### src/rtl/operand_loader.sv
// Purpose : packs A then B from a shared operand bus into one registered a/b pair for the CLA adder.
// Latency : a/b/op_valid are visible in the cycle after the edge that samples the B beat.
// Backpres: none; every valid beat is accepted, so a continuous stream gives one pair per two cycles.
//
// Ports:
//   clk, rst         - clock and synchronous active-high reset
//   ab_in, ab_valid  - shared operand bus (A beat, then B beat) and its valid
//   flush            - drop a half-loaded pair and any beat arriving in the same cycle
//   a, b             - registered operand pair; both change together on the B-beat edge
//   op_valid         - one-cycle pulse marking a newly visible a/b pair
//   phase            - 0 while waiting for A, 1 while waiting for B
//   pair_count       - completed pairs, wrapping modulo 2^CNT_W
module operand_loader #(
    parameter int WIDTH = 7,
    parameter int CNT_W = 4
) (
    input  logic             clk,
    input  logic             rst,
    input  logic [WIDTH-1:0] ab_in,
    input  logic             ab_valid,
    input  logic             flush,
    output logic [WIDTH-1:0] a,
    output logic [WIDTH-1:0] b,
    output logic             op_valid,
    output logic             phase,
    output logic [CNT_W-1:0] pair_count
);

    typedef enum logic {
        S_WAIT_A = 1'b0,
        S_WAIT_B = 1'b1
    } state_t;

    state_t           state_q,      state_d;
    logic [WIDTH-1:0] a_stage_q,    a_stage_d;
    logic [WIDTH-1:0] a_q,          a_d;
    logic [WIDTH-1:0] b_q,          b_d;
    logic             op_valid_q,   op_valid_d;
    logic [CNT_W-1:0] pair_count_q, pair_count_d;

    always_comb begin
        state_d      = state_q;
        a_stage_d    = a_stage_q;
        a_d          = a_q;
        b_d          = b_q;
        op_valid_d   = 1'b0;
        pair_count_d = pair_count_q;

        if (flush) begin
            // Flush overrides any beat in the same cycle; the visible pair is left untouched.
            state_d = S_WAIT_A;
        end else if (ab_valid) begin
            unique case (state_q)
                S_WAIT_A: begin
                    a_stage_d = ab_in;
                    state_d   = S_WAIT_B;
                end
                S_WAIT_B: begin
                    // a and b move together so the adder never sees a mixed old/new pair.
                    a_d          = a_stage_q;
                    b_d          = ab_in;
                    op_valid_d   = 1'b1;
                    pair_count_d = pair_count_q + 1'b1;
                    state_d      = S_WAIT_A;
                end
                default: state_d = S_WAIT_A;
            endcase
        end
    end

    always_ff @(posedge clk) begin
        if (rst) begin
            state_q      <= S_WAIT_A;
            a_stage_q    <= '0;
            a_q          <= '0;
            b_q          <= '0;
            op_valid_q   <= 1'b0;
            pair_count_q <= '0;
        end else begin
            state_q      <= state_d;
            a_stage_q    <= a_stage_d;
            a_q          <= a_d;
            b_q          <= b_d;
            op_valid_q   <= op_valid_d;
            pair_count_q <= pair_count_d;
        end
    end

    assign a          = a_q;
    assign b          = b_q;
    assign op_valid   = op_valid_q;
    assign phase      = (state_q == S_WAIT_B);
    assign pair_count = pair_count_q;

endmodule

### config.mk
export PLATFORM = sky130hd
export DESIGN_NAME = operand_loader
export DESIGN_NICKNAME = d
export VERILOG_FILES = /design/src/rtl/operand_loader.sv
export SDC_FILE = /design/constraint.sdc
export NUM_CORES = 1
export LEC_CHECK = 0
export CORE_UTILIZATION = 47
export CTS_CLUSTER_SIZE = 20
export DETAILED_ROUTE_END_ITERATION = 10
export GPL_ROUTABILITY_DRIVEN = 1
export PLACE_DENSITY = 0.79
export SYNTH_ARGS = -nofsm -noshare
export SYNTH_HDL_FRONTEND = slang
export SYNTH_SLANG_ARGS = --single-unit
### constraint.sdc
create_clock -name clk -period 2.4 [get_ports clk]
set_clock_uncertainty 0.15 [all_clocks]
set_input_delay 0.48 -clock clk [delete_from_list [all_inputs] [get_ports clk]]
set_output_delay 0.48 -clock clk [all_outputs]
set_load 0.005 [all_outputs]
# --- Yosys cells after proc, flatten, opt, wreduce, memory -nomap -nowiden ---
# Index checks and enable logic that the tools add are counted.
totals:
  regBits: 27
  latchBits: 0
  ram_bits: 0
  rom_bits: 0
  out_inout_bits: 20
  word_cells: 16
  memories: 0
op_classes:
  addsub: 1
  mul: 0
  div_mod_pow: 0
  order_cmp: 0
  n_eq_ne: 0
  shift: 0
  mux: 2
  bitwise_logic: 3
  reduce_logical: 4
ops:
  columns: ["operator", "n"]
  rows:
  - ["$reduce_and 3->1", 2]
  - ["$add 4x1->4 const B", 1]
  - ["$not 1->1", 3]
  - ["$reduce_or 3->1", 1]
  - ["$pmux 1 s2", 1]
  - ["$reduce_or 2->1", 1]
  - ["$mux 1", 1]

# --- Depth between registers and ports, before layout ---
logic_depth:
  depth_word: 2
  depth_mapped: 5
  mapped_depth_nobuf: 4

# --- Worst setup path after synthesis ---
# OpenSTA, ideal clock, no wires.
synth_path:
  kind: "input-to-reg"
  from: "input flush"
  to: "register pair_count_q[2], in the netlist pair_count[2]"
  setup_ns: 0.070
  arrival_ns: 1.197
  required_time_ns: 2.180
  path_slack_ns: 0.983
  stages: 4
  path_buffers: 1
  path_cell_list: "nand3b_1 > buf_6 > or3_1 > a21oi_1"
synth_between:
  elab_chain_cells: 2
synth_lines:
  columns: ["item", "line", "text"]
  rows:
  - ["from (decl)", "21", "input logic flush,"]
  - ["$not 1->1 (no source line)", null, null]
  - ["$reduce_and 3->1 (no source line)", null, null]
  - ["to (signal assigned)", "85", "pair_count_q <= pair_count_d;"]
  - ["to (decl)", "39", "logic [CNT_W-1:0] pair_count_q, pair_count_d;"]
# Every way passes these cells.
# A chain may end at the register's enable or synchronous reset.

# --- Final worst setup path ---
layout_path:
  from: "register state_q, in the netlist phase"
  to: "output phase"
layout_rtl:
  columns: ["item", "line", "text"]
  rows:
  - ["from (decl)", "34", "state_t state_q, state_d;"]
  - ["from (signal assigned)", "80", "state_q <= state_d;"]
  - ["to (decl)", "25", "output logic phase,"]
# No word-level cell between the ends.

==> flow_summary.yaml <==
cts:
  holdBufCountCts: 0
  cts.htree.levels: 1
  cts_tree: "built"
  cts_setup_buffers: 0
  cts.path.max_buffers: 2
  clock-sinks: 27
  numCtsBuffers: 3
  cts-resized-gates: 0
  clock_latency_ns: 0.32
  clk_pin_slew_ns: 0.14
  cts-root-buf: "clkbuf_4"
synth:
  ys_seq_elements: 27
  syn_area_per_cell_um2: 8.803
  ys_warn_count: 0
  synth.area.top_cells: "dfxtp_1 (55%), nand2_1 (12%), a21oi_1 (8.7%), mux2i_1 (7.2%), nor2_1 (3.5%)"
  synth_cells: 111
  synth_seq_area_share: 0.5531
  syn_area_um2: 977.2
  synth_top_area_cell: "dfxtp_1"
  syn_nets: 123
  synth_cell_types: 19
  netlist.area_leader.share: 0.5531
routing:
  vias: 828
  drt-pass1-iter-count: 4
  drt_wl_total_mm: 1.917
  viasPerCell: 4.899
  ant_nets: 0
  drcViolationCount: 0
  drtIter0Drc: 12
  wl_per_cell_um: 11.34
sta:
  max_clock_freq_ghz: 0.5243
  rsz0062_at_grt: "false"
  setup-violations-final: 0
  setup_tns_ns: 0
  hold_viol: 0
  relSlewSlack: 0.8177
  post-route-period-util: 0.7947
  final.min_clock_period_ns: 1.907
  tightest_slew_ns: 0.2734
  slew_violations: 0
placed_design:
  place_area_um2: 1304
  dp_cells: 165
  dp_hpwl_mm: 1.419
  port_buffers: 30
  gp_congestion: 0.7955
critical_path:
  critPathKind: "flop to output pin"
  end_kind: "output pin"
  crit_buf_inv: 1
  cp_slowest_stage_delay_ns: 0.53
  path_cells: "clkdlybuf4s50_1"
  worstPathArrival_ns: 1.28
  cp-start-kind: "flop"
  reg2regPathDepth: 4
  cp_num_cells: 1
  crit_family: "buffers and inverters"
  crit_slowest_cell: "clkdlybuf4s50_1"
  required_ns: 1.77
  critPathMaxFanout: 5
final_layout:
  final_cell_area_um2: 1334
  area_growth_syn_to_layout_pct: 36.49
  antenna_cells: 0
  layout_common_cells: "nand2_1 (30), clkdlybuf4s50_1 (30), dfxtp_1 (27)"
  register_area_um2: 540.5
  final_nets: 155
  multiInputGateArea_um2: 387.9
  fin_cells: 169
  drive_above_1_share: 0.06338
  fillCellCount: 190
flow_run:
  maxCapViolations: 0
power_and_ir_drop:
  power.density_nw_per_um2: 540.6
  peakVddDrop_mv: 0.4564
  internal_power_uw: 556.4
  p_comb_frac: 0.084
  p_sw_uw: 164.6
  clock_power_share: 0.272
  pwr-share-seq: 0.643
  leakage_uw: 0.0004623
  switching_share: 0.2282
global_route:
  antenna_found_initial: 0
  gr-total-overflow: 0
  grt_pass1_vias: 679
  grt_pass1_wl_mm: 2.911
  grt_usage: 0.1875
  grt_max_degree: 28
die:
  initial_core_util: 0.4981
  core_area_um2: 1962
  die_area_um2: 2265
  ios: 31
  fp.dieW_um: 47.60
  rows: 16
  die-height_um: 47.60
min_path:
  hp-class: "flop to flop"
  hold_depth: 2
run_status:
  outcome: "finished clean"
## final cells by class
type | count | share of cell area
repair buffers | 35 | 0.2533
inverters | 1 | 0.002814
flip-flops and latches | 27 | 0.4053
well taps | 27 | 0.02533
multi-input cells | 75 | 0.2908
clock inverters | 1 | 0.005629
clock buffers | 3 | 0.01689
## worst reg2reg max path: stages, from the launching register on
cell and delay, ns:
dfxtp_1 0.43, and3b_1 0.32, buf_4 0.22, nand2_1 0.07
a21oi_1 0.12
## cells by family after synthesis
family / count (synthesis) / share of synthesized area
AND/OR/NAND/NOR: 46 / 0.1972
flip-flops: 27 / 0.5531
AO/OA/AOI/OAI: 19 / 0.09731
buffers and inverters: 9 / 0.04993
multiplexers: 7 / 0.07171
XOR/XNOR: 2 / 0.01793
adder cells (fa/ha/maj): 1 / 0.01280
## sequential cells by signal (all words and copies together), names as in the netlist
name and flops:
b 7, phase 1, a 7, op_valid 1
pair_count 4, a_stage_q 7
## power by group through the flow
stage / clock network, uW / logic, uW / registers (uW)
global route: 224 / 66.8 / 465
global placement: 0 / 60.0 / 473
CTS: 204 / 61.1 / 464
detailed placement: 0 / 60.9 / 474
floorplan: 0 / 28.9 / 473
finish: 196 / 60.9 / 464
## cell usage after synthesis
library cell and number:
nand2_1 30, dfxtp_1 27, a21oi_1 17, nor2_1 9
mux2i_1 7, buf_2 3, clkbuf_1 3, o21ai_0 2
or3_1 2, xnor2_1 2, and3b_1 1, buf_4 1
buf_6 1, ha_1 1, inv_1 1, nand3_1 1
nand3b_1 1, nor3_1 1, nor3b_1 1
## per-layer routing
metal,part of all wire,vias to the layer above,track usage,wire [um]
li1,-,423,-,-
met1,0.44,386,0.2188,853
met2,0.51,15,0.3260,987
met3,0.021,4,0.03396,40
met4,0.019,0,0.1000,36
met5,0,-,0,0
## worst paths after layout
check	from	endpoint	slack [ns]
worst max-delay path	phase$_SDFFE_PP0P_	phase	0.49
worst min-delay path	a[0]$_SDFFE_PP0P_	a[0]$_SDFFE_PP0P_	0.32
worst max register to register	phase$_SDFFE_PP0P_	a[6]$_SDFFE_PP0P_	1.02
worst min register to register	a[0]$_SDFFE_PP0P_	a[0]$_SDFFE_PP0P_	0.32
## stage by stage
step | setup WS [ns] | utilization | hold WS [ns] | power [uW]
6_report | 0.4927 | 0.6798 | 0.3167 | 721.0
5_1_grt | 0.4250 | 0.6798 | 0.3341 | 755.2
4_1_cts | 0.4849 | 0.6798 | 0.3191 | 729.3
3_5_place_dp | 0.4117 | 0.6645 | 0.2993 | 534.4
3_3_place_gp | 0.4687 | 0.6645 | 0.2943 | 532.7
2_1_floorplan | 0.9830 | - | 0.2812 | 501.5
(Power assumes the default switching activity.)
